$ cat src/rtl/turn_phase_seq.sv
// Turn-phase sequencer: walks START/ACTION/BUY/DRAW for each player and keeps
// the per-turn action and buy budgets; mode is the FSM state register itself.
module turn_phase_seq #(
  parameter int NUM_PLAYERS   = 2,
  parameter int START_ACTIONS = 1,
  parameter int START_BUYS    = 1
) (
  input  logic       clk,
  input  logic       reset,
  input  logic       e,
  input  logic       but_sel,
  input  logic       but_end,
  input  logic       action_played,
  input  logic [2:0] plus_actions,
  input  logic [2:0] plus_buys,
  input  logic       buy_done,
  input  logic       draw_done,
  input  logic       game_over,
  output logic [2:0] mode,
  output logic [3:0] actions_left,
  output logic [3:0] buys_left,
  output logic [1:0] player,
  output logic [7:0] turn_count
);

  typedef enum logic [2:0] {
    IDLE      = 3'd0,
    START     = 3'd1,
    ACTION    = 3'd2,
    ACTIONEND = 3'd3,
    BUY       = 3'd4,
    DRAW      = 3'd5,
    ENDGAME   = 3'd6
  } state_t;

  state_t     state_q, state_d;
  logic [3:0] act_q, act_d;
  logic [3:0] buys_q, buys_d;
  logic [1:0] player_q, player_d;
  logic [7:0] turn_q, turn_d;

  logic [4:0] act_sum, act_dec, buy_sum;
  logic [3:0] act_new, buys_new, buys_dec;

  // Inputs are single-cycle pulses sampled on each enabled edge; there is no
  // handshake back to the sender, so a pulse seen while e=0 is simply dropped.
  always_comb begin
    act_sum  = {1'b0, act_q} + {2'b00, plus_actions};
    act_dec  = (act_sum == 5'd0) ? 5'd0 : act_sum - 5'd1;
    act_new  = (act_dec > 5'd15) ? 4'd15 : act_dec[3:0];
    buy_sum  = {1'b0, buys_q} + {2'b00, plus_buys};
    buys_new = (buy_sum > 5'd15) ? 4'd15 : buy_sum[3:0];
    buys_dec = (buys_q == 4'd0) ? 4'd0 : buys_q - 4'd1;

    state_d  = state_q;
    act_d    = act_q;
    buys_d   = buys_q;
    player_d = player_q;
    turn_d   = turn_q;

    if (e) begin
      case (state_q)
        IDLE: state_d = START;
        START: begin
          act_d  = 4'(START_ACTIONS);
          buys_d = 4'(START_BUYS);
          if (but_sel) state_d = ACTION;
        end
        ACTION: begin
          if (action_played) begin
            act_d  = act_new;
            buys_d = buys_new;
          end
          if (but_end || act_d == 4'd0) state_d = ACTIONEND;
        end
        ACTIONEND: begin
          act_d   = 4'd0;
          state_d = BUY;
        end
        BUY: begin
          if (buy_done) buys_d = buys_dec;
          if (but_end || buys_d == 4'd0) state_d = DRAW;
        end
        DRAW: begin
          buys_d = 4'd0;
          if (draw_done) begin
            if (game_over) begin
              state_d = ENDGAME;
            end else begin
              state_d  = START;
              turn_d   = turn_q + 8'd1;
              player_d = (player_q == 2'(NUM_PLAYERS - 1)) ? 2'd0 : player_q + 2'd1;
            end
          end
        end
        ENDGAME: state_d = ENDGAME;
        default: state_d = IDLE;
      endcase
    end else if (state_q > ENDGAME) begin
      // The unused encoding recovers even while disabled.
      state_d = IDLE;
    end
  end

  always_ff @(posedge clk or negedge reset) begin
    if (!reset) begin
      state_q  <= IDLE;
      act_q    <= 4'd0;
      buys_q   <= 4'd0;
      player_q <= 2'd0;
      turn_q   <= 8'd0;
    end else begin
      state_q  <= state_d;
      act_q    <= act_d;
      buys_q   <= buys_d;
      player_q <= player_d;
      turn_q   <= turn_d;
    end
  end

  assign mode         = state_q;
  assign actions_left = act_q;
  assign buys_left    = buys_q;
  assign player       = player_q;
  assign turn_count   = turn_q;

endmodule

$ cat config.mk
export PLATFORM = sky130hd
export DESIGN_NAME = turn_phase_seq
export DESIGN_NICKNAME = d
export VERILOG_FILES = /design/src/rtl/turn_phase_seq.sv
export SDC_FILE = /design/constraint.sdc
export NUM_CORES = 1
export LEC_CHECK = 0
export ABC_AREA = 1
export BUFFER_PORTS_ARGS = -buffer_cell sky130_fd_sc_hd__buf_4
export CAP_MARGIN = 40
export CORE_UTILIZATION = 53
export CTS_BUF_LIST = sky130_fd_sc_hd__clkbuf_16
export CTS_CLUSTER_DIAMETER = 100
export DETAILED_ROUTE_END_ITERATION = 8
export PLACE_DENSITY = 0.79
export SETUP_SLACK_MARGIN = 0.4
export SYNTH_ARGS = -nofsm -noshare
export SYNTH_HDL_FRONTEND = slang
export SYNTH_SLANG_ARGS = --single-unit
$ cat constraint.sdc
create_clock -name clk -period 3.2 [get_ports clk]
set_input_delay 0.48 -clock clk [delete_from_list [all_inputs] [get_ports clk]]
set_output_delay 0.48 -clock clk [all_outputs]
set_load 0.1 [all_outputs]
After elaboration in Yosys (flattened, before gate mapping)

Cells that the tools add are included.

Logic and storage cells: 63
Bits of input ports: 15
Flip-flop bits (word level): 21

Bitwise logic cells: 1
Equal/unequal tests: 12
$lt $le $gt $ge: 3
Reduce and logical (&&, ||, !) cells: 14
Multiplexer cells: 22
$add $sub $neg: 6

Operators by type and width:

| kind                  | number |
|---|---|
| $mux W4               | 10 |
| $mux W3               | 7 |
| $pmux W3 S7           | 1 |
| $pmux W4 S4           | 1 |
| $logic_not A4 Y1      | 3 |
| $ne A3 B3 Y1 const B  | 4 |
| $pmux W4 S3           | 1 |
| $add A4 B3 Y5         | 2 |
| $gt A5 B4 Y1 const B  | 2 |
| $eq A3 B3 Y1 const B  | 3 |
| $add A8 B1 Y8 const B | 1 |
| $eq A3 B2 Y1 const B  | 2 |
| $logic_not A5 Y1      | 1 |
| $mux W5               | 1 |
| $reduce_and A5 Y1     | 1 |
| $sub A5 B1 Y5 const B | 1 |
| $reduce_and A4 Y1     | 1 |
| $reduce_bool A4 Y1    | 1 |
| $sub A4 B1 Y4 const B | 1 |
| $eq A3 B1 Y1 const B  | 1 |
| $gt A3 B3 Y1 const B  | 1 |
| $logic_not A3 Y1      | 1 |
| $reduce_and A3 Y1     | 1 |
| $reduce_bool A3 Y1    | 1 |
| 8 further kinds       | 9 |

Longest topological paths before layout

Gate-level depths: netlist of the first run.

Depth in word-level cells: 13
Depth in mapped cells: 18
Depth with buffers taken out: 18

Least setup slack after synthesis of the first run

No wires, ideal clock.

Path type: reg2reg
Start point: register act_q[0] (netlist: actions_left[0])
End point: register state_q[2] (netlist: mode[2])
Library setup time: 123 ps
Path buffers: 0
Required time: 3077 ps
Setup slack: 226 ps
Clock period less this slack: 2974 ps
Stages on the path, launching flop included: 18
Arrival: 2851 ps
Cell sequence: dfrtp_1 > ha_1 > fa_1 > inv_1 > ha_1 > inv_1 > nor2_1 > nand3_1 > nor2_1 > nor2_1 > nand2_1 > nand2_1 > nor2_1 > nand2_1 > nand2_1 > nand2_1 > nand2_1 > nand2_1

Word-level cells in the longest chain between the ends: 12
Elaborated cells on any way between the ends: 13
Classes of those cells: add/sub (2); order compare (1); eq/ne (1); mux (5); reduce/logical (4)

RTL lines:

| element                                           | line | source |
|---|---|---|
| from (decl)                                       | 37   | `logic [3:0] act_q, act_d;` |
| from (signal assigned)                            | 114  | `act_q <= act_d;` |
| $add A4 B3 Y5                                     | 48   | `act_sum = {1'b0, act_q} + {2'b00, plus_actions};` |
| $sub A5 B1 Y5 or $logic_not A5 Y1 (tied branches) | 49   | `act_dec = (act_sum == 5'd0) ? 5'd0 : act_sum - 5'd1;` |
| $mux W5                                           | 49   |  |
| $gt A5 B4 Y1                                      | 50   | `act_new = (act_dec > 5'd15) ? 4'd15 : act_dec[3:0];` |
| $mux W4                                           | 50   |  |
| $mux W4 *                                         | 70   | `if (action_played) begin` |
| $mux W4 *                                         | 62   | `case (state_q)` |
| $mux W4 *                                         | 61   | `if (e) begin` |
| $logic_not A4 Y1 *                                | 74   | `if (but_end \|\| act_d == 4'd0) state_d = ACTIONEND;` |
| $logic_or A1 B1 Y1 *                              | 74   |  |
| $ne A3 B3 Y1 (no source line) *                   | -    |  |
| $reduce_and A5 Y1 (no source line) *              | -    |  |
| to (signal assigned)                              | 113  | `state_q <= state_d;` |
| to (decl)                                         | 36   | `state_t state_q, state_d;` |

Every way passes the cells marked *; elsewhere a longest branch is shown, timed or not. The select of a mux whose other input is x is not followed.
A chain may end at the register's enable or synchronous reset.

Worst setup path after layout of the first run

Same ends and word-level chain as after synthesis.

==> impl_metrics.toml, run 1 <==
[timing]
period_minus_slack_ns = 2.54
relSlewSlack_pct = 69.3
skew_ns = 0.00107
setup_viol = 0
max_clock_freq_ghz = 0.394
tightest_slew_ns = 0.458
final.setup.tns_ns = 0
hold_viol = 0
fin_crit_sh_pct = 79.3
maxSlewViolCount = 0
rsz0062_at_grt = "false"

[worst_setup_path]
cp_common_cell = "nand2_1"
critPathSlowestCell = "fa_1"
path_buf_inv = 2
r2r_end = "mode[2]$_DFFE_PN0P_"
path_cells = "ha_1 > fa_1 > inv_1 > ha_1 > inv_1 > nor2_1 > nand3_2 > a21oi_1 > nand2_1 > a21oi_1 > nand2_1 > nand2_1 > nand2_1 > nand2_1 > nand2_1"
critPathLaunchType = "flop"
required_ns = 3.34
r2r_slack_ns = 0.66
reg2regPathDepth = 15
slowest_delay_ns = 0.43
crit_type = "flop to flop"
end_kind = "flop"
critPathTopFamily = "adder cells"
arrival_ns = 2.68
r2r_start = "actions_left[0]$_DFFE_PN0P_"
cp_max_fo = 4

[global_routing]
grt_pass1_vias = 1308
grt_util_all_layers_pct = 22.5
grt_max_degree = 22
grt_pass1_wl_mm = 5.62
overflow = 0
antenna_found_initial = 0

[detailed_routing]
wl_mm = 3.34
detail-route-antenna-nets = 0
viasPerCell = 5.39
drt_iter0_markers = 112
met1_length_mm = 1.56
wl_met3_um = 162
wire_per_inst_um = 12.3
drc = 0
route.met2.wl_mm = 1.58
vias = 1466
routed.top_layer = "met4"
drtPass1Iterations = 4

[logic_synthesis]
synth_area_leaders = "dfrtp_1, nand2_1, inv_1"
yosysTopAreaCellShare_pct = 34.4
yosysMostFrequentCell = "nand2_1"
syn-num-nets = 228
synth-edff-count = 0
ys_seq_area_share_pct = 34.4
synth_cells = 203
ys_types = 31
async_flop_share_pct = 100
syn_area_sq_mm = 0.00153
synth_area_leader_cell = "dfrtp_1"
synth_warnings = 0
dominantRegCellSynth = "dfrtp_1"
synth_common_cells = "nand2_1, inv_1, nor2_1, dfrtp_1, nand3_1"
syn_area_per_cell_sq_um = 7.52
ys_ff_latch = 21

[floorplan]
die_height_um = 55.7
core_area_sq_mm = 0.00273
die_x_um = 55.7
start_util_pct = 55.8
die-area_sq_mm = 0.00310
num_rows = 19
ioPinCount = 36

[power_and_ir_drop]
seqPwrFrac_pct = 25.1
p_int_w = 0.000731
power_density_mw_per_mm2 = 854
swShare_pct = 55.2
p_sw_w = 0.000900
vdd_drop_max_uv = 859
p_leak_nw = 0.998
pwr-share-clk_pct = 16.1
combPwrFrac_pct = 58.8

[cts]
cts_buffers = 3
cts_buffer_depth = 2
cts_num_sinks = 21
h-tree-depth = 1
cts_setup_buffers = 0
clk-insertion-delay-late_ns = 0.25
path_clk_slew_ns = 0.06
cts_tree = "yes"
root_buffer = "clkbuf_16"

[finish]
multiInputGateArea_sq_um = 877
utilization_pct = 69.9
area_growth_pct = 25.2
diodes = 0
drive_above_1_share_pct = 22.8
nets = 267
fill_cells = 231
regArea_sq_um = 528

[min_path]
min_path_type = "input port to asynchronous set/reset pin"

[outcome]
status = "completed"

[placed_design]
dp_hpwl_mm = 2.59
port_buffers = 35
place_congestion = 0.847

[flow_run]
cap_violations = 0
[power groups by stage]
stage	Sequential, W	Clock, W	Combinational [W]
floorplan	0.000776	0	0.000378
global placement	0.000416	0	0.000941
detailed placement	0.000413	0	0.000945
CTS	0.000409	0.000268	0.000952
global route	0.000423	0.000277	0.00104
finish	0.000410	0.000263	0.000958
[worst max path at each step]
stage                           startpoint                   to  slack (ns)  cells after the start
2_1_floorplan  actions_left[0]$_DFFE_PN0P_  mode[2]$_DFFE_PN0P_        0.53                     17
3_3_place_gp               plus_actions[0]  mode[2]$_DFFE_PN0P_        0.55                     16
3_5_place_dp               plus_actions[0]  mode[2]$_DFFE_PN0P_        0.50                     16
4_1_cts        actions_left[0]$_DFFE_PN0P_  mode[2]$_DFFE_PN0P_        0.67                     15
5_1_grt        actions_left[0]$_DFFE_PN0P_  mode[2]$_DFFE_PN0P_        0.42                     17
6_report       actions_left[0]$_DFFE_PN0P_  mode[2]$_DFFE_PN0P_        0.66                     15
[metrics by stage]
stage                     hold slack [ns]  worst slack (ns)  cells  total power [W]  instance area [sq um]
after floorplan                     0.184             0.533    203          0.00115                   1530
after global placement              0.379             0.551    268          0.00136                   1830
after detailed placement            0.379             0.498    268          0.00136                   1830
after CTS                           0.109             0.673    272          0.00163                   1910
after global routing                0.126             0.424    272          0.00174                   1910
final                               0.102             0.661    272          0.00163                   1910
[cells by family (layout without fill, tap and decap cells)]
kind of cell / Yosys count / in the layout / share of synthesized area (%)
flops: 21 / 21 / 34.4
fa+ha+maj: 10 / 10 / 9.18
buf+inv: 34 / 72 / 8.44
mux: 1 / 1 / 0.738
simple gates: 92 / 92 / 27.8
compound gates: 37 / 37 / 14.8
xor+xnor: 8 / 8 / 4.59
[what timing repair did]
| item | 4_1_cts | 5_1_grt |
|---|---|---|
| hold buffers | 0 | 0 |
| gates resized for setup | 0 | 1 |
| hold endpoints to repair | 0 | 0 |
| setup endpoints to repair | 0 | 1 |
[area by class of cell]
class                   instances  area share [%]
well taps                      31            2.03
multi-input cells             148            45.9
repair buffers                 35            13.8
flip-flops and latches         21            27.6
clock buffers                   3            3.93
inverters                      33            6.48
clock inverters                 1           0.262
[registers in the layout (all words and copies together), names as in the netlist]
name	cells
turn_count	8
buys_left	4
mode	3
actions_left	4
player	2
[metal layers]
layer / vias up / track usage [%]
met2: 43 / 37.7
li1: 751 / -
met5: - / 0
met3: 4 / 4.19
met1: 668 / 30.5
met4: 0 / 4.64
[layout by cell type, fill, tap and decap left out]
master | Yosys | routed
a21boi_0 | 1 | 1
inv_1 | 28 | 28
inv_2 | 5 | 5
a41oi_1 | 1 | 1
dfrtp_2 | 0 | 2
a21oi_1 | 9 | 9
mux2_2 | 1 | 1
ha_1 | 8 | 8
nand2_2 | 1 | 1
a31oi_1 | 2 | 2
nor3_2 | 3 | 3
buf_4 | 0 | 35
nor2_1 | 26 | 26
xnor2_1 | 2 | 2
a221oi_1 | 1 | 1
a32oi_1 | 1 | 1
clkinv_2 | 0 | 1
dfrtp_1 | 21 | 19
clkbuf_16 | 0 | 3
fa_1 | 2 | 2
nand4_2 | 1 | 1
o221ai_1 | 1 | 1
nand2_1 | 37 | 37
nand3_1 | 17 | 16
nand3_2 | 0 | 1
nand4_1 | 1 | 1
o21bai_1 | 1 | 1
a22oi_1 | 2 | 2
a32o_1 | 2 | 2
o2111ai_1 | 1 | 1
nor3_4 | 1 | 1
nor3_1 | 4 | 4
o21ai_0 | 15 | 15
nor2_4 | 1 | 1
xor2_1 | 6 | 6
Power figures use the tool's default switching activity.
==> run 2: changes to the inputs <==
Clock period 3.2 ns to 2.35 ns, I/O delays scaled along.
==> run 2 against run 1 <==
Compared with the run above: the run now ends with setup timing left; non-clock buffer count rose by 8; clock power rose by 35%; total power rose by 50%; design area rose by 12%; combinational power rose by 56%; sequential power rose by 45%; hold slack improved by 0.29 ns; fmax rose by 4.7%; clock-buffer cell count did not move; first-iteration DRC count fell by 22%; via count rose by 6.9%; critical path type unchanged; highest routed layer unchanged.
==> impl_metrics.toml, run 2 (same netlist as run 1, synthesis figures left out) <==
[outcome]
status = "complete, but fails checks"
violations = "setup timing"

[timing]
max_clock_freq_ghz = 0.412
relSlewSlack_pct = 59.2
final.setup.tns_ns = -0.195
tightest_slew_ns = 0.613
hold_ws_ns = 0.396
hold_viol = 0
period_minus_slack_ns = 2.42
maxSlewViolCount = 0
timing.final.ws_setup_ns = -0.0744
rsz0062_at_grt = "true"
skew_ns = 0.00209
setup_viol = 3
fin_crit_sh_pct = 103

[finish]
largest_reg_flops = 8
diodes = 0
multiInputGateArea_sq_mm = 0.00103
area_growth_pct = 40.3
nets = 275
fill_cells = 200
final_cell_mix = "buf_4, nand2_1, inv_1"
drive_above_1_share_pct = 39.0
layout_commonest_cell = "buf_4"
regArea_sq_um = 549
utilization_pct = 78.4

[global_routing]
grt_util_all_layers_pct = 26.2
grt_pass1_wl_mm = 6.47
overflow = 0
grt_max_degree = 22
grt_pass1_vias = 1405
antenna_found_initial = 0

[detailed_routing]
detail-route-antenna-nets = 0
wire_per_inst_um = 14.2
drt_iter0_markers = 87
drc = 0
viasPerCell = 5.60
drtPass1Iterations = 4
vias = 1567
wl_mm = 3.97

[cts]
root_buffer = "clkbuf_16"
cts_buffers = 3
path_clk_slew_ns = 0.06
cts_buffer_depth = 2
cts_tree = "yes"
clk-insertion-delay-late_ns = 0.25
cts_num_sinks = 21
h-tree-depth = 1

[worst_setup_path]
critPathLaunch = "actions_left[0]$_DFFE_PN0P_"
arrival_ns = 2.56
critPathLaunchType = "flop"
cp_max_fo = 4
crit_type = "flop to flop"
r2r_start = "actions_left[0]$_DFFE_PN0P_"
end_kind = "flop"
required_ns = 2.49

[min_path]
min_path_type = "input port to flop"
hold_start = "e"

[floorplan]
core_area_sq_mm = 0.00273
start_util_pct = 55.8
ioPinCount = 36
num_rows = 19
die_x_um = 55.7
die-area_sq_mm = 0.00310
die_height_um = 55.7

[placed_design]
port_buffers = 35
pre_cts_ws_ns = -0.124
dp_hpwl_mm = 2.84
place_congestion = 0.982

[power_and_ir_drop]
power_density_mw_per_mm2 = 1140
vdd_drop_max_uv = 951
p_leak_nw = 1.03

[flow_run]
cap_violations = 0
run 2: cell count changes in the layout (fill, tap and decap cells not counted), moves of 4 or more:
| cell | previous run | this run |
|---|---|---|
| nor2_1 | 26 | 18 |
| dfrtp_4 | 0 | 5 |
| nand2_2 | 1 | 7 |
| buf_4 | 35 | 42 |
| o21ai_0 | 15 | 11 |
| dfrtp_1 | 19 | 12 |
| nand2_1 | 37 | 31 |
| nor2_4 | 1 | 6 |
run 2: final timing paths:
kind / to / slack (ns) / cells past startpoint
setup / recovery: mode[1]$_DFFE_PN0P_ / -0.07 / 15
max in group asynchronous: actions_left[0]$_DFFE_PN0P_ / 1.56 / 2
setup reg to reg: mode[1]$_DFFE_PN0P_ / -0.07 / 15
min in group asynchronous: player[1]$_DFFE_PN0P_ / 0.54 / 2
hold reg to reg: turn_count[7]$_DFFE_PN0P_ / 0.47 / 1
hold / removal: actions_left[3]$_DFFE_PN0P_ / 0.40 / 3
run 2: cell type report:
class	count	area share, %
clock buffers	3	3.50
clock inverters	1	0.175
inverters	33	5.78
multi-input cells	148	47.9
flip-flops and latches	21	25.6
well taps	31	1.81
repair buffers	43	15.2
run 2: metal layers:
| layer | track usage [%] | routed length (um) |
|---|---|---|
| met1 | 35.9 | 1680 |
| met2 | 42.9 | 2040 |
| met3 | 4.88 | 211 |
| met4 | 6.43 | 46 |
| met5 | 0 | 0 |
run 2: what timing repair did:
| action | in CTS | in global routing |
|---|---|---|
| hold endpoints to repair | 21 | 0 |
| pin swaps | 9 | 8 |
| buffers inserted | 1 | 4 |
| endpoints found under the setup margin | 8 | 12 |
| resized for setup | 11 | 22 |
| hold buffers | 1 | 0 |
run 2: power by group:
group	internal (W)	switching (W)	leakage, nW	total, W
clock network	0.000227	0.000128	0.0423	0.000355
logic	0.000419	0.00107	0.732	0.00149
registers	0.000456	0.000138	0.258	0.000593
total	0.00110	0.00134	1.03	0.00244
run 2: critical path, cell delays in order, from the launching register on:
cell and delay [ns]:
dfrtp_4 0.48, ha_4 0.17, fa_2 0.41, inv_2 0.09, ha_4 0.13, inv_2 0.04
nor2_4 0.11, nand3_4 0.12, a21oi_2 0.15, nand2_1 0.09, a21oi_1 0.14, nand2_1 0.08
nand2_2 0.09, nand2_2 0.07, nand2_2 0.08, nand2_1 0.06
run 2: per-stage QoR:
step | instance area (sq um) | total power (W) | std cells
finish | 2140 | 0.00244 | 280
global route | 2140 | 0.00259 | 280
CTS | 2040 | 0.00235 | 276
detailed placement | 1900 | 0.00193 | 270
global placement | 1900 | 0.00190 | 270
floorplan | 1600 | 0.00162 | 203
